$ cat config.mk
export PLATFORM = sky130hd
export DESIGN_NAME = regfile_wb_arbiter
export DESIGN_NICKNAME = d
export VERILOG_FILES = /design/src/rtl/regfile_wb_arbiter.sv
export SDC_FILE = /design/constraint.sdc
export NUM_CORES = 1
export LEC_CHECK = 0
export CAP_MARGIN = 15
export CORE_ASPECT_RATIO = 0.8
export CORE_MARGIN = 1
export CORE_UTILIZATION = 40
export CTS_CLUSTER_SIZE = 40
export DETAILED_ROUTE_END_ITERATION = 10
export PLACE_DENSITY = 0.95
export SLEW_MARGIN = 20
export SYNTH_ARGS = -nofsm -noshare
export SYNTH_HDL_FRONTEND = slang
export SYNTH_SLANG_ARGS = --single-unit
$ cat constraint.sdc
create_clock -name elk -period 5.75 [get_ports elk]
set_input_delay 1.15 -clock elk [delete_from_list [all_inputs] [get_ports elk]]
set_output_delay 1.15 -clock elk [all_outputs]
set_load 0.005 [all_outputs]
$ cat src/rtl/regfile_wb_arbiter.sv
// Register file write-port owner: scrubs all registers after reset, then
// arbitrates the port round-robin between ALU (0), load (1) and mul/div (2).
module regfile_wb_arbiter #(
    parameter int unsigned        DATA_W  = 32,
    parameter int unsigned        ADDR_W  = 5,
    parameter int unsigned        SP_ADDR = 29,
    parameter logic [DATA_W-1:0]  SP_INIT = DATA_W'(252)
) (
    input  logic              elk,
    input  logic              rst,
    input  logic [2:0]        req,
    input  logic [ADDR_W-1:0] req_addr0,
    input  logic [ADDR_W-1:0] req_addr1,
    input  logic [ADDR_W-1:0] req_addr2,
    input  logic [DATA_W-1:0] req_data0,
    input  logic [DATA_W-1:0] req_data1,
    input  logic [DATA_W-1:0] req_data2,
    output logic [2:0]        gnt,
    output logic              wr_en,
    output logic [ADDR_W-1:0] wr_addr,
    output logic [DATA_W-1:0] wr_data,
    output logic              init_busy
);

    typedef enum logic [0:0] {StInit, StRun} state_e;

    state_e             state_q, state_d;
    logic [ADDR_W-1:0]  scrub_cnt_q, scrub_cnt_d;
    logic [1:0]         rr_ptr_q, rr_ptr_d;
    logic [2:0]         gnt_q, gnt_d;
    logic               wr_en_q, wr_en_d;
    logic [ADDR_W-1:0]  wr_addr_q, wr_addr_d;
    logic [DATA_W-1:0]  wr_data_q, wr_data_d;
    logic               init_busy_q, init_busy_d;

    logic [2:0]         eligible;
    logic               win_valid;
    logic [1:0]         win_idx;
    logic [ADDR_W-1:0]  win_addr;
    logic [DATA_W-1:0]  win_data;

    // The requester granted last cycle is still holding req; mask it out.
    assign eligible  = req & ~gnt_q;
    assign win_valid = |eligible;

    always_comb begin
        win_idx = 2'd0;
        case (rr_ptr_q)
            2'd0:    win_idx = eligible[1] ? 2'd1 : (eligible[2] ? 2'd2 : 2'd0);
            2'd1:    win_idx = eligible[2] ? 2'd2 : (eligible[0] ? 2'd0 : 2'd1);
            default: win_idx = eligible[0] ? 2'd0 : (eligible[1] ? 2'd1 : 2'd2);
        endcase
    end

    always_comb begin
        win_addr = req_addr0;
        win_data = req_data0;
        case (win_idx)
            2'd1:    begin win_addr = req_addr1; win_data = req_data1; end
            2'd2:    begin win_addr = req_addr2; win_data = req_data2; end
            default: begin win_addr = req_addr0; win_data = req_data0; end
        endcase
    end

    always_comb begin
        state_d     = state_q;
        scrub_cnt_d = scrub_cnt_q;
        rr_ptr_d    = rr_ptr_q;
        gnt_d       = '0;
        wr_en_d     = 1'b0;
        wr_addr_d   = wr_addr_q;
        wr_data_d   = wr_data_q;
        init_busy_d = init_busy_q;
        unique case (state_q)
            StInit: begin
                wr_en_d     = 1'b1;
                wr_addr_d   = scrub_cnt_q;
                wr_data_d   = (scrub_cnt_q == ADDR_W'(SP_ADDR)) ? SP_INIT : '0;
                scrub_cnt_d = scrub_cnt_q + 1'b1;
                if (scrub_cnt_q == '1) begin
                    state_d = StRun;
                end
            end
            StRun: begin
                init_busy_d = 1'b0;
                if (win_valid) begin
                    gnt_d     = 3'b001 << win_idx;
                    // r0 is hardwired zero: grant, but never write it.
                    wr_en_d   = (win_addr != '0);
                    wr_addr_d = win_addr;
                    wr_data_d = win_data;
                    rr_ptr_d  = win_idx;
                end
            end
            default: state_d = StInit;
        endcase
    end

    always_ff @(posedge elk) begin
        if (rst) begin
            state_q     <= StInit;
            scrub_cnt_q <= '0;
            rr_ptr_q    <= 2'd2;
            gnt_q       <= '0;
            wr_en_q     <= 1'b0;
            wr_addr_q   <= '0;
            wr_data_q   <= '0;
            init_busy_q <= 1'b1;
        end else begin
            state_q     <= state_d;
            scrub_cnt_q <= scrub_cnt_d;
            rr_ptr_q    <= rr_ptr_d;
            gnt_q       <= gnt_d;
            wr_en_q     <= wr_en_d;
            wr_addr_q   <= wr_addr_d;
            wr_data_q   <= wr_data_d;
            init_busy_q <= init_busy_d;
        end
    end

    assign gnt       = gnt_q;
    assign wr_en     = wr_en_q;
    assign wr_addr   = wr_addr_q;
    assign wr_data   = wr_data_q;
    assign init_busy = init_busy_q;

endmodule

-- Word-level counts from Yosys, hierarchy flattened
Index checks and enable logic that the tools add are counted.
- bits in read-only memories: 0
- output and inout port bits: 42
- flip-flop bits (word level): 50
- memories: 0
- word-level logic and storage cells: 43
- latch bits: 0
- memory bits (writable): 0
- input port bits: 116
- multiply operators: 0
- magnitude comparators: 0
- bitwise logic cells: 4
- shift operators: 1
- equality and inequality tests: 6
- div/mod/pow operators: 0
- multiplexer cells: 18
- reduce and logical (&&, ||, !) cells: 5
- add/subtract/negate cells: 1
- operators by type and width (operator ; number):
    32-bit case mux with 2 select lines ; 2
    32-bit two-way mux ; 1
    5-bit case mux with 2 select lines ; 2
    5-bit == test (second input constant) ; 2
    2-bit two-way mux ; 5
    8-bit two-way mux ; 1
    3-bit OR reduction ; 2
    5-bit by 1-bit adder with 5-bit output (second input constant) ; 1
    5-bit two-way mux ; 1
    5-bit nonzero test ; 1
    2-bit by 1-bit == test with 1-bit output (second input constant) ; 2
    1-bit two-way mux ; 4
    2-bit case mux with 2 select lines ; 1
    3-bit bitwise AND ; 1
    3-bit inverter ; 1
    1-bit by 2-bit << shifter with 3-bit output (first input constant) ; 1
    2-bit == test (second input constant) ; 1
    2-bit zero test ; 1
    2-bit by 1-bit != test with 1-bit output (second input constant) ; 1
    1-bit inverter ; 2
    1-bit case mux with 2 select lines ; 1
    2-bit AND reduction ; 1

-- Depth between registers and ports, before layout
Gate-level depths: netlist (run 1).
- depth after elaboration: 10
- depth in mapped cells: 11
- gate-level depth less buffers: 9

-- Least setup slack after synthesis (run 1)
OpenSTA, ideal clock, no wires.
- kind: input-to-reg
- start: in req[1]
- end: reg wr_addr_q[1] (netlist: wr_addr[1])
- path buffers: 2
- slack: 2.765 ns
- stages: 9
- required time: 5.664 ns
- setup time: 0.086 ns
- arrival time: 2.899 ns
- cell sequence: or3b_1 -> a32oi_2 -> inv_1 -> ha_1 -> buf_2 -> buf_2 -> o21ai_0 -> mux2i_1 -> a211oi_1
- cells in the longest elaborated chain, start to end: 8
- elaborated cells on any way between the ends: 12
- classes of those cells: eq/ne (3); mux (7); bitwise (1); reduce/logical (1)
- RTL lines (what ; RTL line ; text):
    start: declaration ; 11 ; input logic [2:0] req,
    3-bit bitwise AND (*) ; 43 ; assign eligible = req & ~gnt_q;
    2-bit two-way mux (2 in a row) ; 51 ; default: win_idx = eligible[0] ? 2'd0 : (eligible[1] ? 2'd1 : 2'd2);
    2-bit case mux with 2 select lines (*) ; 48 ; case (rr_ptr_q)
    via win_idx[1] ; 38 ; logic [1:0] win_idx;
    2-bit == test / 2-bit by 1-bit == test with 1-bit output (equally long branches) ; 58 ; case (win_idx)
    5-bit case mux with 2 select lines (*) ; 58 ;
    5-bit two-way mux (*) ; 86 ; if (win_valid) begin
    5-bit case mux with 2 select lines (*) ; 74 ; unique case (state_q)
    end signal: assignment ; 115 ; wr_addr_q <= wr_addr_d;
    end: declaration ; 32 ; logic [ADDR_W-1:0] wr_addr_q, wr_addr_d;
Mark *: on every way through the listed nets, which the timed path passes. The rest lies on a longest branch. The select of a mux whose other input is x is not followed.
A chain may end at the register's enable or synchronous reset.

-- Final worst setup path (run 1)
Ends and elaborated chain as after synthesis.

==> results of run 1 <==
==> power groups by stage <==
stage | combinational, uW | clock [uW] | sequential [uW]
2_1_floorplan | 68.1 | 0 | 360
3_3_place_gp | 159 | 0 | 361
3_5_place_dp | 165 | 0 | 361
4_1_cts | 165 | 242 | 353
5_1_grt | 180 | 255 | 354
6_report | 165 | 237 | 353
==> per-stage QoR <==
step | hold slack (ps) | cell area, um^2
2_1_floorplan | 451 | 2570
6_report | 476 | 4250
3_3_place_gp | 443 | 4130
4_1_cts | 477 | 4230
3_5_place_dp | 456 | 4130
5_1_grt | 501 | 4250
==> cell usage in the layout, fill, tap and decap left out, types with 2 or more instances in the layout <==
cell / n
clkdlybuf4s50_1: 157
dfxtp_1: 50
nand2_1: 44
a22oi_1: 37
o21ai_0: 37
a22o_1: 26
nor2_1: 19
a211oi_1: 11
inv_1: 6
mux2i_1: 6
clkbuf_8: 5
nor3_1: 4
ha_1: 4
a21oi_1: 3
nand2b_2: 2
nor3b_1: 2
and3_1: 2
nand4_1: 2
xor2_1: 2
clkbuf_1: 2
==> flip-flops by register name, summed over array words and instances, names as in the netlist <==
name / cells
scrub_cnt_q: 5
state_q: 1
gnt: 3
wr_en: 1
wr_data: 32
init_busy: 1
wr_addr: 5
rr_ptr_q: 2
==> synth_stat cells, types with 4 or more instances <==
cell type,n
dfxtp_1,50
nor3_1,4
a211oi_1,11
a22o_1,26
o21ai_0,37
clkbuf_1,9
mux2i_1,6
a22oi_1,37
nand2_1,44
buf_2,9
ha_1,5
buf_1,6
inv_1,6
nor2_1,19
==> layer usage <==
metal	GRT usage, %	share of wire, %	up-vias
met3	4.87	4.7	20
met1	27.6	42	1240
met2	42.1	52	111
met5	0	0	-
met4	9.17	2.3	0
li1	-	-	1385
==> final cells by class <==
class	instances	area [um^2]
Clock inverter	1	30.0
Sequential cell	50	1000
Tap cell	81	101
Multi-Input combinational cell	219	1420
Clock buffer	7	76.3
Timing Repair Buffer	159	1590
Fill cell	473	1790
Inverter	6	22.5
==> kinds of logic after synthesis <==
logic type / count (synthesis) / synth area share [%]
AO/OA/AOI/OAI: 121 / 33.2
XOR/XNOR: 3 / 1.02
adder cells (fa/ha/maj): 5 / 2.44
buffers and inverters: 32 / 5.70
flip-flops: 50 / 39.0
multiplexers: 6 / 2.34
AND/OR/NAND/NOR: 84 / 16.3
==> path summary, 6_finish.rpt <==
kind	cells after the start	slack, ps	to	from
worst max-delay path	9	1690	wr_addr[1]	req[1]
worst min-delay path	1	480	init_busy	init_busy
worst min register to register	1	480	init_busy	init_busy
worst max register to register	8	2740	wr_addr[1]	rr_ptr_q[0]
==> worst max-delay path: cells and delay by family <==
| family | cells | cell delay, ps |
|---|---|---|
| adder cells (fa/ha/maj) | 1 | 1050 |
| multiplexers | 1 | 120 |
| buffers and inverters | 2 | 620 |
| AO/OA/AOI/OAI | 3 | 750 |
| AND/OR/NAND/NOR | 2 | 520 |
==> Flow_metrics.wiki, run 1 <==
{| class="wikitable"
! Metric !! Value
|-
| Result of the run || complete, no violations
|-
| Net count after synthesis || 422
|-
| Cells taking the most area after synthesis || dfxtp_1, a22oi_1, a22o_1
|-
| Arrival time reported for the critical path endpoint || around 4200 ps
|-
| Synth top area share || 39.0%
|-
| VDD IR max || 0.000120 V
|-
| Wire length of the first global-routing pass || 12400 um
|-
| Class of the tightest hold or removal check || reg -> reg
|-
| Most used DFF post-synth || dfxtp_1
|-
| Library cell contributing the largest single delay on the critical path || ha_2
|-
| Number of antenna violations at the first check in global routing || 0
|-
| Clock latency at the later pin of the worst-skew pair || 290 ps
|-
| Type of the setup path with the least slack || in -> reg
|-
| Period minus WS final || 4060 ps
|-
| Clock share of power || 31.4%
|-
| Buffer cell driving the clock tree root || clkbuf_8
|-
| Number of setup violations in the final report || 0
|-
| Number of cells produced by synthesis || 301
|-
| Standard cell core area || about 6000 um^2
|-
| Top Ports || 158
|-
| Static Leakage || 0.00160 uW
|-
| Maximum operating frequency || 246 MHz
|-
| Worst slew margin relative to its limit || 28.3%
|-
| Placed cell count || 514
|-
| Number of clock sinks || 50
|-
| Die area || 6740 um^2
|-
| Final-report max-slew violation count || 0
|-
| Final-report hold violation count || 0
|-
| Slew at the pin with the worst max-slew slack || 1070 ps
|-
| Post-synth EDFFs || 0
|-
| CTS tree || done
|-
| Ordered list of cells on the worst path || clkdlybuf4s50_1 > or3b_1 > a32oi_2 > inv_1 > ha_2 > nand2_1 > o21ai_0 > mux2i_1 > a211oi_1
|-
| Overall track demand over capacity in global routing || 23.4%
|-
| Register clock-pin slew on the reported worst setup and hold paths || 80 ps
|-
| Sequential share of the synthesized area || 39.0%
|-
| Cell Pwr Density || 178 nW/um^2
|-
| Clock buffer count from CTS || 5
|-
| Area delta synth->final || 65.5%
|-
| Total wirelength of the detailed-routed design || 8170 um
|-
| Final worst slack || about 1700 ps
|-
| Unrepaired setup endpoints after global routing || no
|-
| # Max-Cap Violations || 0
|-
| Maximum clock skew at final layout || 7.30 ps
|-
| Hold_buf cts || 0
|-
| Number of buffers on the longest clock path || 2
|-
| Total gr overflow || 0
|-
| Number of nets with antenna violations after routing || 0
|-
| Via Count || 2756
|-
| Number of diodes || 0
|-
| Detail-routed via count per cell || 5.27
|-
| Internal power of the cells || 578 uW
|-
| Layout cell share with drive strength beyond 1 || 4.07%
|-
| Critical Path Sink Type || flip-flop
|-
| Standard-cell row count || 25
|-
| Synthesized area per cell || 8.53 um^2
|-
| Highest cell delay on the worst timing path || about 1100 ps
|-
| Async S/R FF share, synth || 0%
|-
| DRC violations left || 0
|-
| NetSw || 177 uW
|-
| Effective utilization at floorplan || 42.5%
|-
| Switching share of total power || 23.4%
|-
| Portion of total power attributed to combinational logic || 21.9%
|-
| Area of the mapped netlist || 2570 um^2
|-
| Global placer's final weighted congestion || 0.768
|-
| Final Non-Filler Cells || about 520
|-
| Vertical die dimension || 73.6 um
|-
| Library cell occupying the most area in the post-synthesis netlist || dfxtp_1
|-
| Initial detailed-routing violation count || 94
|-
| Overall power of the completed layout || roughly 760 uW
|-
| Dpl ws || 1430 ps
|-
| Required time at the endpoint of the critical path || slightly below 6000 ps
|-
| Total Negative Setup Slacks || 0 ps
|-
| Distinct cells, synth || 38
|-
| Fin crit share || 70.6%
|-
| Post-route core utilization || 70.3%
|-
| Maximum number of pins on one net before global-route repair || 75
|-
| Floorplan die width || roughly 92 um
|-
| Number of post-CTS setup repair buffers || 0
|-
| Relative contribution of sequential cells to total power || 46.7%
|-
| Yosys reg bits || 50
|-
| Detailed Place HPWL || about 6300 um
|-
| Final Net Count || 562
|-
| Number of port buffers || 157
|-
| Number of global-route vias before repair || 2686
|-
| Post-CTS Resized || 0
|-
| Synth Warn # || 0
|-
| Launching element type of the critical path || input port
|-
| Depth of the CTS H-tree || 2
|-
| Maximum net fanout on the critical path || 74
|-
| Routed length per placed instance || 15.6 um
|-
| Detailed-routing iteration count for the pre-antenna-repair pass || 4
|}
(Power assumes the default switching activity.)
==> run 2: changes to the inputs <==
--- a/config.mk
+++ b/config.mk
@@ -8,10 +8,10 @@
 export CAP_MARGIN = 15
 export CORE_ASPECT_RATIO = 0.8
 export CORE_MARGIN = 1
-export CORE_UTILIZATION = 40
+export CORE_UTILIZATION = 34
 export CTS_CLUSTER_SIZE = 40
 export DETAILED_ROUTE_END_ITERATION = 10
-export PLACE_DENSITY = 0.95
+export PLACE_DENSITY = 0.87
 export SLEW_MARGIN = 20
 export SYNTH_ARGS = -nofsm -noshare
 export SYNTH_HDL_FRONTEND = slang
==> constraint.sdc (replaced) <==
create_clock -name elk -period 3.3 [get_ports elk]
set_input_delay 0.66 -clock elk [delete_from_list [all_inputs] [get_ports elk]]
set_output_delay 0.66 -clock elk [all_outputs]
set_load 0.005 [all_outputs]
==> run 2 against run 1 <==
  * Register-to-register slack got worse by 1800 ps
  * Critical endpoint is now wr_data[3]
  * Cell count rose by 2.9%
  * Global-route usage shrank 3.5 points
  * Sequential share of layout area decreased by 0.34 points
  * Via count up 1.2%
  * Sequential power is 74% higher
  * Largest cell class unchanged
  * Largest power group unchanged
==> Flow_metrics.wiki, run 2 (same netlist as run 1, synthesis figures left out) <==
{| class="wikitable"
! Metric !! Value
|-
| Result of the run || complete, no violations
|-
| Final worst slack || 377 ps
|-
| Overall power of the completed layout || 1250 uW
|-
| Layout cell share with drive strength beyond 1 || 5.99%
|-
| Area delta synth->final || 67.9%
|-
| Number of clock sinks || 50
|-
| Top Ports || 158
|-
| Leading cell types in the layout, fill and taps excluded || clkdlybuf4s50_1, dfxtp_1, nand2_1
|-
| Post-CTS Resized || 0
|-
| Final non-filler cell area || around 4300 um^2
|-
| Effective utilization at floorplan || 36.2%
|-
| Final-report hold violation count || 0
|-
| Worst slew margin relative to its limit || about three fifths
|-
| Period minus WS final || approximately 2900 ps
|-
| Global placer's final weighted congestion || between 0.8 and 0.9
|-
| Maximum clock skew at final layout || around 9 ps
|-
| # Max-Cap Violations || 0
|-
| Total wirelength of the detailed-routed design || 8050 um
|-
| Cell Pwr Density || 289 nW/um^2
|-
| Dpl ws || 114 ps
|-
| Register clock-pin slew on the reported worst setup and hold paths || ~90 ps
|-
| Final Non-Filler Cells || 538
|-
| R2r endpoint || wr_data[6]
|-
| Vertical die dimension || 79.7 um
|-
| Number of port buffers || 157
|-
| Required time at the endpoint of the critical path || around 3500 ps
|-
| Slew at the pin with the worst max-slew slack || 617 ps
|-
| Standard cell core area || 7090 um^2
|-
| Worst R2R Start || gnt[2]
|-
| Via Count || approximately 2800
|-
| Number of setup violations in the final report || 0
|-
| Number of diodes || 0
|-
| Wire length of the first global-routing pass || ~13000 um
|-
| Number of post-CTS setup repair buffers || 0
|-
| Static Leakage || around 0.0016 uW
|-
| Number of nets with antenna violations after routing || 0
|-
| Number of antenna violations at the first check in global routing || 0
|-
| Detailed Place HPWL || around 6300 um
|-
| Number of buffers on the longest clock path || 2
|-
| Clock buffer count from CTS || 5
|-
| Arrival time reported for the critical path endpoint || 3130 ps
|-
| Initial detailed-routing violation count || between 90 and 100
|-
| Fin crit share || 88.6%
|-
| Maximum number of pins on one net before global-route repair || 31
|-
| Unrepaired setup endpoints after global routing || no
|-
| Standard-cell row count || 27
|-
| Overall track demand over capacity in global routing || approximately a fifth
|-
| VDD IR max || 0.000151 V
|-
| CTS tree || done
|-
| Number of global-route vias before repair || about 2700
|-
| Detail-routed via count per cell || 5.18
|-
| Final Net Count || around 570
|-
| Maximum net fanout on the critical path || 30
|-
| Class of the tightest hold or removal check || reg -> reg
|-
| Leading cell type in the layout, fill and taps excluded || clkdlybuf4s50_1
|-
| Register-to-register setup slack || between 900 and 1000 ps
|-
| Buffer cell driving the clock tree root || clkbuf_8
|-
| Maximum operating frequency || 342 MHz
|-
| Detailed-routing iteration count for the pre-antenna-repair pass || 4
|-
| Clock latency at the later pin of the worst-skew pair || 290 ps
|-
| Total gr overflow || 0
|-
| Placed standard-cell area || between 4000 and 5000 um^2
|-
| Routed length per placed instance || 15.0 um
|-
| Placed cell count || 531
|-
| Max reg flops || 32
|-
| Timing startpoint of the critical path || req[1]
|-
| Type of the setup path with the least slack || in -> reg
|-
| Hold_buf cts || 0
|-
| Depth of the CTS H-tree || 2
|-
| Launching element type of the critical path || input port
|-
| Worst hold start || init_busy
|-
| DRC violations left || 0
|-
| Final-report max-slew violation count || 0
|-
| Critical Path Sink Type || flip-flop
|-
| Number of cells on the worst reg-to-reg path || 9
|-
| Worst setup endpoint || wr_data[3]
|-
| Die area || 7900 um^2
|-
| Total Negative Setup Slacks || 0 ps
|-
| Floorplan die width || 99.1 um
|}
## run 2: changes by cell type in the layout (fill, tap and decap cells not counted), sizes merged
cell | previous run | this run
bufinv | 1 | 0
buf | 2 | 12
## run 2: final cells by class
| class | instances | area [um^2] |
|---|---|---|
| clock buffer | 7 | 76.3 |
| fill | 629 | 2790 |
| inverter | 6 | 22.5 |
| multi-input combinational | 219 | 1430 |
| sequential | 50 | 1000 |
| tap | 87 | 109 |
| timing repair buffer | 169 | 1670 |
## run 2: how the worst min path moves through the flow
stage                     slack, ps  cells past startpoint         to
after global routing            500                      1  init_busy
after detailed placement        450                      1  init_busy
after global placement          440                      1  init_busy
after CTS                       470                      1  init_busy
final                           460                      1  init_busy
after floorplan                 450                      1  init_busy
## run 2: metal layers
metal | global-route usage [%] | up-vias | part of all wire, %
met4 | 5.74 | 0 | 1.3
met1 | 23.1 | 1256 | 41
met3 | 4.90 | 8 | 8.2
li1 | - | 1406 | -
met5 | 0 | - | 0
met2 | 36.4 | 119 | 49
## run 2: power by group
part	leakage [uW]	switching (uW)	internal, uW
registers	0.000404	5.79	609
clock network	0.0000383	181	146
logic	0.00119	119	185
## run 2: worst max-delay path: stages
cell	delay, ps
clkdlybuf4s50_1	530
or3b_1	410
a32oi_2	280
inv_1	90
ha_2	510
buf_12	200
nand2_1	50
o21ai_0	80
nand2_1	80
a211oi_1	230
## run 2: through the flow
step	hold WS [ps]	utilization (%)
6_report	465	60.7
5_1_grt	496	60.7
4_1_cts	475	60.7
3_5_place_dp	454	59.6
3_3_place_gp	437	59.6
2_1_floorplan	451	-
==> run 3: changes to the inputs <==
--- a/config.mk
+++ b/config.mk
@@ -5,13 +5,12 @@
 export SDC_FILE = /design/constraint.sdc
 export NUM_CORES = 1
 export LEC_CHECK = 0
-export CAP_MARGIN = 15
 export CORE_ASPECT_RATIO = 0.8
 export CORE_MARGIN = 1
 export CORE_UTILIZATION = 34
 export CTS_CLUSTER_SIZE = 40
 export DETAILED_ROUTE_END_ITERATION = 10
-export PLACE_DENSITY = 0.87
+export PLACE_DENSITY = 0.83
 export SLEW_MARGIN = 20
 export SYNTH_ARGS = -nofsm -noshare
 export SYNTH_HDL_FRONTEND = slang
==> run 3 against run 2 <==
  * Non-clock buffer count fell by 1
  * Flip-flop and latch count did not move
  * Sequential power barely moved
  * Combinational power fell by 1%
  * First-iteration DRC count rose by 29%
  * Clock skew fell by 3.0 ps
  * Largest cell class unchanged
  * Critical path type unchanged
==> Flow_metrics.wiki, run 3 (same netlist as run 1, synthesis figures left out) <==
{| class="wikitable"
! Metric !! Value
|-
| Total wirelength of the detailed-routed design || 8120 um
|-
| Area delta synth->final || 69.1%
|-
| Static Leakage || 0.00165 uW
|-
| Class of the tightest hold or removal check || reg -> reg
|-
| Post-CTS Resized || 0
|-
| Ordered list of cells on the worst path || clkdlybuf4s50_1 > or3b_1 > a31o_2 > inv_1 > ha_1 > buf_12 > a22oi_1 > o21ai_0 > mux2i_1 > a211oi_1
|-
| Final Non-Filler Cells || 537
|-
| Final-report hold violation count || 0
|-
| Result of the run || complete, no violations
|-
| Global placer's final weighted congestion || 0.795
|-
| Overall track demand over capacity in global routing || 20.1%
|-
| Routed length per placed instance || 15.1 um
|-
| Detail-routed via count per cell || 5.28
|-
| Required time at the endpoint of the critical path || ~3500 ps
|-
| Number of setup violations in the final report || 0
|-
| Crit-path leading delay family || compound AO/OA/AOI/OAI gates
|-
| Via Count || 2833
|-
| Number of antenna violations at the first check in global routing || 0
|-
| Unrepaired setup endpoints after global routing || no
|-
| Library cell contributing the largest single delay on the critical path || clkdlybuf4s50_1
|-
| Final-report max-slew violation count || 0
|-
| Layout cell share with drive strength beyond 1 || 6.22%
|-
| Maximum net fanout on the critical path || 28
|-
| Worst slew margin relative to its limit || 64.3%
|-
| Type of the setup path with the least slack || in -> reg
|-
| Worst R2R Start || gnt[2]
|-
| Arrival time reported for the critical path endpoint || approximately 3000 ps
|-
| Cell Pwr Density || 308 nW/um^2
|-
| Number of port buffers || 157
|-
| VDD IR max || between 0.00015 and 0.0002 V
|-
| Detailed-routing iteration count for the pre-antenna-repair pass || 4
|-
| Total gr overflow || 0
|-
| Launching element type of the critical path || input port
|-
| Total Negative Setup Slacks || 0 ps
|-
| Hold_buf cts || 0
|-
| Number of nets with antenna violations after routing || 0
|-
| Period minus WS final || roughly 2800 ps
|-
| Top Ports || 158
|-
| Placed standard-cell area || 4230 um^2
|-
| Number of buffers on the longest clock path || 2
|-
| Leading cell type in the layout, fill and taps excluded || clkdlybuf4s50_1
|-
| Register clock-pin slew on the reported worst setup and hold paths || 90 ps
|-
| Final-layout fill cell count || 643
|-
| Depth of the CTS H-tree || 2
|-
| Timing startpoint of the critical path || req[1]
|-
| Maximum operating frequency || between 300 and 400 MHz
|-
| Final worst slack || around 450 ps
|-
| DRC violations left || 0
|-
| Leading cell types in the layout, fill and taps excluded || clkdlybuf4s50_1, dfxtp_1, nand2_1
|-
| Dpl ws || 146 ps
|-
| CTS tree || done
|-
| Initial detailed-routing violation count || roughly 120
|-
| Slew at the pin with the worst max-slew slack || 535 ps
|-
| Placed cell count || 530
|-
| Clock buffer count from CTS || 5
|-
| Worst hold start || init_busy
|-
| Number of diodes || 0
|-
| Effective utilization at floorplan || 36.2%
|-
| Critical Path Sink Type || flip-flop
|-
| Number of clock sinks || 50
|-
| Maximum clock skew at final layout || 6.26 ps
|-
| Standard-cell row count || 27
|-
| Final non-filler cell area || 4340 um^2
|-
| Floorplan die width || 99.1 um
|-
| Buffer cell driving the clock tree root || clkbuf_8
|-
| Critical path buffer and inverter count || 3
|-
| Final Net Count || 571
|-
| Maximum number of pins on one net before global-route repair || 56
|-
| Die area || 7900 um^2
|-
| Number of post-CTS setup repair buffers || 0
|-
| Number of global-route vias before repair || around 2800
|-
| Detailed Place HPWL || 6190 um
|-
| Max reg flops || 32
|-
| Wire length of the first global-routing pass || ~13000 um
|-
| Highest cell delay on the worst timing path || 520 ps
|-
| Vertical die dimension || 79.7 um
|-
| Fin crit share || 86.3%
|-
| Clock latency at the later pin of the worst-skew pair || 290 ps
|-
| Standard cell core area || 7090 um^2
|-
| # Max-Cap Violations || 0
|-
| Post-route core utilization || ~61%
|}
-- run 3: metrics by stage --
step / power (uW) / hold WS, ps
after floorplan: 746 / 451
after global placement: 922 / 435
after detailed placement: 929 / 447
after CTS: 1350 / 467
after global routing: 1400 / 489
final: 1340 / 464
-- run 3: path summary, 6_finish.rpt --
kind / depth (start not counted) / endpoint / slack [ps]
max: 10 / wr_addr[3] / 450
min: 1 / init_busy / 460
max reg2reg: 9 / wr_data[7] / 950
min reg2reg: 1 / init_busy / 460
-- run 3: metal layers --
layer	track usage, %	vias to the layer above	part of all wire [%]
met1	24.5	1311	44
met2	34.4	110	47
li1	-	1404	-
met4	6.32	0	1.4
met5	0	-	0
met3	5.60	8	7.0
-- run 3: area by class of cell --
cell class / instances / area [um^2] / share of cell area, %
inverters: 6 / 22.5 / 0.519
multi-input cells: 219 / 1420 / 32.7
clock inverters: 2 / 38.8 / 0.894
flip-flops and latches: 50 / 1000 / 23.1
clock buffers: 5 / 68.8 / 1.59
well taps: 87 / 109 / 2.51
repair buffers: 168 / 1680 / 38.7
-- run 3: worst reg2reg max path: cells and delay by family, from the launching register on --
family	cells	cell delay [ps]
compound gates	4	700
flops	1	330
buf+inv	1	300
fa+ha+maj	1	540
simple gates	3	420
-- run 3: where the power goes --
part	switching [uW]	internal [uW]
logic	116	183
clock network	201	223
registers	5.48	609
total	322	1010
